## config.mk

```make
export PLATFORM = sky130hd
export DESIGN_NAME = nes_pad_reader_flat
export DESIGN_NICKNAME = d
export VERILOG_FILES = /design/src/rtl/nes_pkg.sv /design/src/rtl/nes_pad_reader_if.sv /design/src/rtl/nes_pad_phase_timer.sv /design/src/rtl/nes_pad_reader.sv /design/src/flat_wrapper.sv
export SDC_FILE = /design/constraint.sdc
export NUM_CORES = 1
export LEC_CHECK = 0
export ABC_AREA = 1
export CAP_MARGIN = 10
export CORE_ASPECT_RATIO = 0.75
export CORE_MARGIN = 3
export CORE_UTILIZATION = 54
export DETAILED_ROUTE_END_ITERATION = 8
export PLACE_DENSITY = 0.78
export SLEW_MARGIN = 20
export SYNTH_ARGS = -nofsm -noshare
export SYNTH_HDL_FRONTEND = slang
export SYNTH_SLANG_ARGS = --single-unit
```

## constraint.sdc

```tcl
create_clock -name pixelClock -period 1.8 [get_ports pixelClock]
set_input_delay 0.18 -clock pixelClock [delete_from_list [all_inputs] [get_ports pixelClock]]
set_output_delay 0.18 -clock pixelClock [all_outputs]
set_load 0.02 [all_outputs]
```

## src/rtl/nes_pkg.sv

```systemverilog
// Shared NES controller definitions: button bit positions used across the design,
// plus the pad reader's state encoding and phase-counter type.
package nes_pkg;

  localparam int BTN_A      = 0;
  localparam int BTN_B      = 1;
  localparam int BTN_SELECT = 2;
  localparam int BTN_START  = 3;
  localparam int BTN_UP     = 4;
  localparam int BTN_DOWN   = 5;
  localparam int BTN_LEFT   = 6;
  localparam int BTN_RIGHT  = 7;

  localparam int PHASE_W = 10;
  typedef logic [PHASE_W-1:0] phase_t;

  typedef enum logic [2:0] {
    ST_IDLE,
    ST_LATCH,
    ST_CLK_LOW,
    ST_CLK_HIGH,
    ST_DONE
  } reader_state_t;

  // A phase of N cycles is timed by loading N-1 and running down to zero.
  function automatic phase_t phase_reload(input int unsigned cycles);
    return phase_t'(cycles - 1);
  endfunction

endpackage

```

## src/rtl/nes_pad_reader_if.sv

```systemverilog
// Pad connector pins plus the game-side frame strobe and button results.
interface nes_pad_reader_if;

  logic       vSyncStart;
  logic       padData;
  logic       padLatch;
  logic       padClock;
  logic [7:0] buttons;
  logic [7:0] pressed;
  logic       buttonsValid;
  logic       busy;

  // The reader drives the pad strobes and publishes the results.
  modport master (
    input  vSyncStart, padData,
    output padLatch, padClock, buttons, pressed, buttonsValid, busy
  );

  modport slave (
    output vSyncStart, padData,
    input  padLatch, padClock, buttons, pressed, buttonsValid, busy
  );

endinterface

```

## src/rtl/nes_pad_phase_timer.sv

```systemverilog
// Loadable 10-bit down-counter; tc is high once the loaded phase has run out.
module nes_pad_phase_timer
  import nes_pkg::*;
(
  input  logic   pixelClock,
  input  logic   reset,
  input  logic   load,
  input  phase_t load_value,
  output logic   tc
);

  phase_t count;

  // NOTE: state registers use non-blocking assignments so every flop samples
  // pre-edge values and simulation order between processes cannot matter.
  always_ff @(posedge pixelClock) begin
    if (reset) begin
      count <= '0;
    end else if (load) begin
      count <= load_value;
    end else if (count != '0) begin
      count <= count - 1'b1;
    end
  end

  assign tc = (count == '0);

endmodule

```

## src/rtl/nes_pad_reader.sv

```systemverilog
// Once-per-frame CD4021 pad reader: latch, eight clocked samples, then publish
// active-high buttons and newly-pressed flags with a one-cycle valid pulse.
module nes_pad_reader
  import nes_pkg::*;
#(
  parameter int LATCH_CYCLES       = 300,
  parameter int HALF_PERIOD_CYCLES = 150
) (
  input  logic             pixelClock,
  input  logic             reset,
  nes_pad_reader_if.master pad
);

  localparam phase_t   LATCH_RELOAD = phase_reload(LATCH_CYCLES);
  localparam phase_t   HALF_RELOAD  = phase_reload(HALF_PERIOD_CYCLES);
  // The pad shifts out A first and Right last.
  localparam logic [2:0] FIRST_BIT  = 3'(BTN_A);
  localparam logic [2:0] LAST_BIT   = 3'(BTN_RIGHT);

  reader_state_t state;
  reader_state_t state_next;

  logic       timer_load;
  phase_t     timer_value;
  logic       phase_end;
  logic       sample_bit;
  logic       bit_clear;
  logic       bit_advance;
  logic [2:0] bit_idx;
  logic [7:0] shift;

  nes_pad_phase_timer u_phase_timer (
    .pixelClock (pixelClock),
    .reset      (reset),
    .load       (timer_load),
    .load_value (timer_value),
    .tc         (phase_end)
  );

  // NOTE: every signal gets a default before the case so no path leaves one
  // unassigned, which would otherwise infer a latch.
  always_comb begin
    state_next  = state;
    timer_load  = 1'b0;
    timer_value = '0;
    sample_bit  = 1'b0;
    bit_clear   = 1'b0;
    bit_advance = 1'b0;

    case (state)
      ST_IDLE: begin
        if (pad.vSyncStart) begin
          state_next  = ST_LATCH;
          timer_load  = 1'b1;
          timer_value = LATCH_RELOAD;
          bit_clear   = 1'b1;
        end
      end
      ST_LATCH: begin
        if (phase_end) begin
          state_next  = ST_CLK_LOW;
          timer_load  = 1'b1;
          timer_value = HALF_RELOAD;
          bit_clear   = 1'b1;
        end
      end
      ST_CLK_LOW: begin
        if (phase_end) begin
          sample_bit  = 1'b1;
          state_next  = ST_CLK_HIGH;
          timer_load  = 1'b1;
          timer_value = HALF_RELOAD;
        end
      end
      ST_CLK_HIGH: begin
        if (phase_end) begin
          if (bit_idx == LAST_BIT) begin
            state_next = ST_DONE;
          end else begin
            bit_advance = 1'b1;
            state_next  = ST_CLK_LOW;
            timer_load  = 1'b1;
            timer_value = HALF_RELOAD;
          end
        end
      end
      ST_DONE: begin
        state_next = ST_IDLE;
      end
      default: begin
        state_next = ST_IDLE;
      end
    endcase
  end

  // Outputs are registered from the next state so the pad pins never glitch.
  always_ff @(posedge pixelClock) begin
    if (reset) begin
      state            <= ST_IDLE;
      bit_idx          <= FIRST_BIT;
      shift            <= '0;
      pad.padLatch     <= 1'b0;
      pad.padClock     <= 1'b0;
      pad.busy         <= 1'b0;
      pad.buttonsValid <= 1'b0;
      pad.buttons      <= '0;
      pad.pressed      <= '0;
    end else begin
      state <= state_next;

      if (bit_clear) begin
        bit_idx <= FIRST_BIT;
      end else if (bit_advance) begin
        bit_idx <= bit_idx + 1'b1;
      end

      // Pad data is active-low; store it as active-high.
      if (sample_bit) begin
        shift[bit_idx] <= ~pad.padData;
      end

      pad.padLatch     <= (state_next == ST_LATCH);
      pad.padClock     <= (state_next == ST_CLK_HIGH);
      pad.busy         <= (state_next != ST_IDLE);
      pad.buttonsValid <= (state_next == ST_DONE);

      if (state_next == ST_DONE) begin
        pad.buttons <= shift;
        pad.pressed <= shift & ~pad.buttons;
      end
    end
  end

endmodule
```

## src/flat_wrapper.sv

```systemverilog
// flat-port wrapper written by rule: the top's interface ports become plain ports
module nes_pad_reader_flat import nes_pkg::*;
#(
  parameter int LATCH_CYCLES       = 300,
  parameter int HALF_PERIOD_CYCLES = 150
)
  (pixelClock, reset, pad_vSyncStart, pad_padData, pad_padLatch, pad_padClock, pad_buttons, pad_pressed, pad_buttonsValid, pad_busy);
  nes_pad_reader_if pad_i ();
  input  logic pixelClock;
  input  logic reset;
  input wire logic [$bits(pad_i.vSyncStart)-1:0] pad_vSyncStart;
  input wire logic [$bits(pad_i.padData)-1:0] pad_padData;
  output wire logic [$bits(pad_i.padLatch)-1:0] pad_padLatch;
  output wire logic [$bits(pad_i.padClock)-1:0] pad_padClock;
  output wire logic [$bits(pad_i.buttons)-1:0] pad_buttons;
  output wire logic [$bits(pad_i.pressed)-1:0] pad_pressed;
  output wire logic [$bits(pad_i.buttonsValid)-1:0] pad_buttonsValid;
  output wire logic [$bits(pad_i.busy)-1:0] pad_busy;
  assign pad_i.vSyncStart = pad_vSyncStart;
  assign pad_i.padData = pad_padData;
  assign pad_padLatch = pad_i.padLatch;
  assign pad_padClock = pad_i.padClock;
  assign pad_buttons = pad_i.buttons;
  assign pad_pressed = pad_i.pressed;
  assign pad_buttonsValid = pad_i.buttonsValid;
  assign pad_busy = pad_i.busy;
  nes_pad_reader #(.LATCH_CYCLES(LATCH_CYCLES), .HALF_PERIOD_CYCLES(HALF_PERIOD_CYCLES)) u_core (.pixelClock(pixelClock), .reset(reset), .pad(pad_i));
endmodule
```

## Word level (Yosys, flattened, before mapping)

Cells that the tools add are included.

- Input port bits: 4
- Output and inout bits: 20
- Register bits after elaboration: 44
- Logic and storage cells: 56

- Mux-type cells: 24
- Eq/ne operators: 7
- Magnitude comparators: 2
- Reductions and logical operators: 8
- $add $sub $neg: 2
- Bitwise logic cells: 3

Operator list:

| cell | count |
|---|---|
| two-way mux 10 bit | 3 |
| one-hot mux 10 bit (3 select lines) | 1 |
| two-way mux 8 bit | 2 |
| two-way mux 3 bit | 5 |
| one-hot mux 3 bit (4 select lines) | 1 |
| logical NOT 10 bit | 1 |
| nonzero test 10 bit | 1 |
| subtractor 10 x 1 -> 10 bit, second input constant | 1 |
| == test 3 x 2 -> 1 bit, second input constant | 3 |
| two-way mux 9 bit | 1 |
| AND 8 bit | 1 |
| bitwise mux 8 bit | 1 |
| NOT 8 bit | 1 |
| two-way mux 1 bit | 7 |
| == test 3 x 1 -> 1 bit, second input constant | 2 |
| == test 3 bit, second input constant | 2 |
| < comparator 3 x 4 -> 1 bit, second input constant | 1 |
| OR reduction 2 bit | 2 |
| adder 3 x 1 -> 3 bit, second input constant | 1 |
| demux 1 bit (select 3 bit) | 1 |
| greater-or-equal comparator 3 x 1 -> 1 bit, second input constant | 1 |
| logical NOT 3 bit | 1 |
| one-hot mux 1 bit (3 select lines) | 1 |
| nonzero test 3 bit | 1 |
| other kinds (4) | 4 |

## Logic depth before layout (Yosys ltp)

- Word-level depth: 5
- Depth in mapped cells: 11
- Depth with buffers taken out: 10

## Hierarchy

Synthesis repeated with hierarchy kept, for this count alone.

- Cells, all modules: 310
- Area, all modules: 2104.5 um^2

By module, submodules not included:

| module | cells each | times used | seq. area each (um^2) | area each (um^2) |
|---|---|---|---|---|
| nes_pad_reader | 188 | 1 | 680.7 | 1387.6 |
| nes_pad_phase_timer | 122 | 1 | 200.2 | 716.9 |

## Least setup slack after synthesis

OpenSTA, ideal clock, no wires.

- Path kind: register to register
- Start point: register u_core.bit_idx[0]
- End point: register u_core.pad.buttons[6]
- Setup time: 116 ps
- Stages on the path, launching flop included: 9
- Period minus slack after synthesis: 1546 ps
- Data required time: 1684 ps
- Arrival: 1430 ps
- Buffers on the path: 1
- Slack: 254 ps
- Cells stage by stage: dfxtp_1 > ha_1 > ha_1 > inv_1 > nor3_4 > inv_2 > buf_6 > o21ai_1 > a21oi_1

- Word-level cells in the longest chain between the ends: 5

RTL lines:

| what | RTL line | text |
|---|---|---|
| from (decl) | nes_pad_reader.sv:29 | `logic [2:0] bit_idx;` |
| from (signal assigned) | nes_pad_reader.sv:114 | `bit_idx <= bit_idx + 1'b1;` |
| == test 3 bit | nes_pad_reader.sv:77 | `if (bit_idx == LAST_BIT) begin` |
| two-way mux 3 bit | nes_pad_reader.sv:77 |  |
| two-way mux 3 bit | nes_pad_reader.sv:76 | `if (phase_end) begin` |
| one-hot mux 3 bit (4 select lines) | nes_pad_reader.sv:50 | `case (state)` |
| == test 3 bit | nes_pad_reader.sv:127 | `if (state_next == ST_DONE) begin` |
| to (signal assigned) | nes_pad_reader.sv:128 | `pad.buttons <= shift;` |
| to (decl) | nes_pad_reader_if.sv:16 | `output padLatch, padClock, buttons, pressed, buttonsValid, busy` |

No other way between the ends.
A chain may end at the register's enable or synchronous reset.

## Worst setup path after layout

- Start point: register u_core.u_phase_timer.count[0]
- End point: register u_core.pad.buttons[7]

- Word-level cells in the longest chain between the ends: 4
- Elaborated cells on any way between the ends: 6
- Those cells by class: 1 x eq/ne; 4 x mux; 1 x reduce/logical

RTL lines:

| what | RTL line | text |
|---|---|---|
| from (decl) | nes_pad_phase_timer.sv:12 | `phase_t count;` |
| from (signal assigned) | nes_pad_phase_timer.sv:20 | `count <= load_value;` |
| from (signal assigned) | nes_pad_phase_timer.sv:22 | `count <= count - 1'b1;` |
| logical NOT 10 bit (*) | nes_pad_phase_timer.sv:26 | `assign tc = (count == '0);` |
| two-way mux 3 bit, on equally long branches | nes_pad_reader.sv:76, nes_pad_reader.sv:60, nes_pad_reader.sv:68 |  |
| one-hot mux 3 bit (4 select lines) (*) | nes_pad_reader.sv:50 |  |
| == test 3 bit (*) | nes_pad_reader.sv:127 |  |

Mark *: on every way between the ends. The rest lies on a longest branch, timed or not.

==> run_results.csv <==
group,metric,value,unit
synthesis,yosys_warnings,0,
cells_and_area,antenna_cells,0,
timing,maxSlewHeadroom,75.0,%
clock_network,clock_latency,0.30,ns
run_status,run_status,"complete, no violations",
global_route,antenna_found_initial,0,
die,coreArea,0.00338,mm²
timing,fin_setup_tns,0,ns
die,fp-row-count,18,
timing,setup_viol,0,
power_and_ir_drop,power,2.73,mW
cells_and_area,final_util,71.9,%
power_and_ir_drop,comb_power_share,28.3,%
synthesis,avgSynthCellArea,7.96,µm²
clock_network,htree_levels,2,
critical_path,critPathKind,"register to register",
timing,hold_violations,0,
routing,dr_total_vias,1686,
synthesis,postSynthCellCount,246,
timing,post-route-min-period,1.70,ns
critical_path,cp.arrival,1.90,ns
routing,viasPerCell,5.22,
placement,io_buffers,23,
routing,drt-initial-drc-count,149,
routing,drt-total-wl,4.03,mm
flow_run,drv_cap,0,
timing,worst_slew_pin_slew,0.373,ns
timing,fmax,0.587,GHz
critical_path,crit_top_cell,"nand2_4",
power_and_ir_drop,p_int,1.83,mW
timing,fin_skew,0.00737,ns
die,die_x,75.6,µm
power_and_ir_drop,pwr-share-clk,29.2,%
synthesis,synth-seq-cells,44,
routing,postRouteAntennaNets,0,
worst_hold_path,hold_path_depth,2,
synthesis,ys_types,27,
routing,detail_route.wl_per_cell,12.5,µm
power_and_ir_drop,power_frac_seq,42.5,%
cells_and_area,syn2layout_area_growth,24.0,%
critical_path,cp-start-kind,"register",
power_and_ir_drop,p_sw_share,32.7,%
timing,min_period_over_period,94.6,%
routing,drc,0,
synthesis,syn_nets,253,
clock_network,clock-root-buffer,"clkbuf_8",
cells_and_area,final_cell_area,0.00243,mm²
clock_network,cts.path.max_buffers,2,
placement,place_area,0.00225,mm²
die,initial_core_util,58.0,%
critical_path,path_max_fanout,12,
power_and_ir_drop,leakage,1.07,nW
power_and_ir_drop,total_switching_power,0.891,mW
worst_hold_path,hp-class,"register to register",
global_route,grt_start_max_net_pins,25,
routing,first_pass_iters,4,
clock_network,cts_buffers,5,
timing,drv_slew,0,
placement,globalplace.congestion,0.826,
clock_network,clk_pin_slew,0.09,ns
synthesis,yosysSeqAreaShare,45.0,%
global_route,grt_pass1_vias,1530,
critical_path,endpoint_kind,"register",
clock_network,cts_tree,"built",
placement,dp.final_hpwl,2.84,mm
global_route,grt_use_total,20.3,%
clock_network,clock_sinks,44,
critical_path,r2r_cells,11,
global_route,gr-total-overflow,0,
die,die_area,0.00439,mm²
power_and_ir_drop,power_density,1120,mW/mm²
timing,timing.hold.ws,0.474,ns
power_and_ir_drop,irDropWorstVdd,0.624,mV
synthesis,postSynth.asyncResetShare,0,%
critical_path,crit_chain,"inv_1 > ha_4 > nand2_4 > nor2_4 > nand2_4 > nor3_4 > buf_6 > buf_4 > inv_4 > o21ai_1 > a21oi_1",
cells_and_area,layout-drive-gt1-share,13.1,%
synthesis,ys.flop_type,"dfxtp_1",
critical_path,crit_path_max_incr_delay,0.33,ns
die,io_pins,24,
critical_path,cp_data_required_time,1.99,ns
critical_path,crit_slowest_cell,"dfxtp_1",
cells_and_area,fin_nets,289,
die,die_h,58.2,µm
synthesis,netlist_area,0.00196,mm²
synthesis,synth_edf_count,0,
global_route,grt_pass1_wl,6.87,mm
==> layer usage <==
| layer | global-route usage, % | vias to the layer above | wire [µm] |
|---|---|---|---|
| li1 | - | 884 | - |
| met1 | 31.0 | 751 | 2160 |
| met2 | 27.4 | 47 | 1610 |
| met3 | 5.37 | 4 | 228 |
| met4 | 6.73 | 0 | 36 |
| met5 | 0 | - | 0 |
==> final cells by class <==
type | count | area [µm²]
Timing Repair inverter | 2 | 11.3
Tap cell | 40 | 50.0
Fill cell | 260 | 948
Clock inverter | 2 | 38.8
Multi-Input combinational cell | 160 | 913
Sequential cell | 44 | 881
Clock buffer | 6 | 82.6
Timing Repair Buffer | 34 | 317
Inverter | 35 | 136
==> kinds of logic after synthesis <==
family / count (synthesis) / synth area share, %
fa+ha+maj: 3 / 1.92
compound gates: 48 / 12.9
flops: 44 / 45.0
xor+xnor: 7 / 3.13
simple gates: 102 / 27.9
buf+inv: 42 / 9.19
==> through the flow <==
step | instances | setup WS (ns)
after floorplan | 246 | 0.254
after CTS | 318 | 0.116
after detailed placement | 310 | 0.120
after global routing | 323 | -0.0108
final | 323 | 0.0970
after global placement | 310 | 0.168
==> flip-flops by register name, indices dropped and copies added (netlist names) <==
| register | cells |
|---|---|
| u_core.state | 3 |
| u_core.pad.buttonsValid | 1 |
| u_core.pad.busy | 1 |
| u_core.bit_idx | 3 |
| u_core.pad.padLatch | 1 |
| u_core.pad.padClock | 1 |
| u_core.pad.pressed | 8 |
| u_core.pad.buttons | 8 |
| u_core.u_phase_timer.count | 10 |
| u_core.shift | 8 |
==> power by group through the flow <==
stage / registers (mW) / clock network [mW] / logic [mW]
2_1_floorplan: 1.17 / 0 / 0.585
3_3_place_gp: 1.18 / 0 / 0.733
3_5_place_dp: 1.18 / 0 / 0.749
4_1_cts: 1.16 / 0.807 / 0.754
5_1_grt: 1.17 / 0.849 / 0.866
6_report: 1.16 / 0.795 / 0.771
==> synth_stat cells, types with 4 or more instances <==
library cell	number	share of area, %
nor3_1	12	3.1
nand3_1	18	4.6
nor2_1	31	5.9
dfxtp_1	44	45
nand2_4	5	2.9
inv_1	33	6.3
a21oi_1	17	4.3
o21ai_1	7	1.8
xor2_1	5	2.2
nand2_1	23	4.4
nor2_4	4	2.3
o21ai_0	18	4.6
==> cells in the final DEF, fill, tap and decap left out, types with 4 or more instances in the layout <==
cell type	Yosys	final
xor2_1	5	5
inv_1	33	33
clkdlybuf4s50_1	0	23
dfxtp_1	44	44
nand2_4	5	5
nor3_1	12	12
o21ai_0	18	17
nor2_4	4	4
buf_4	0	10
nor2_1	31	31
nand2_1	23	22
nand3_1	18	18
o21ai_1	7	8
a21oi_1	17	17
clkbuf_8	0	6
==> worst paths after layout <==
| path | startpoint | to | slack, ns |
|---|---|---|---|
| hold reg to reg | u_core.pad.buttons[3] | u_core.pad.buttons[3] | 0.47 |
| setup / recovery | u_core.u_phase_timer.count[0] | u_core.pad.buttons[7] | 0.1 |
| hold / removal | u_core.pad.buttons[3] | u_core.pad.buttons[3] | 0.47 |
| setup reg to reg | u_core.u_phase_timer.count[0] | u_core.pad.buttons[7] | 0.1 |
==> worst max-delay path, delay by kind of cell, from the launching register on <==
kind	cells	cell delay, ns
buffers and inverters	4	0.42
AND/OR/NAND/NOR	4	0.54
AO/OA/AOI/OAI	2	0.15
flip-flops	1	0.33
adder cells (fa/ha/maj)	1	0.16
==> what timing repair did <==
item / in CTS / in global routing
setup endpoints to repair: 0 / 11
hold buffers: 0 / 0
resized for setup: 0 / 10
buffers inserted: 0 / 3
Power figures use the tool's default switching activity.
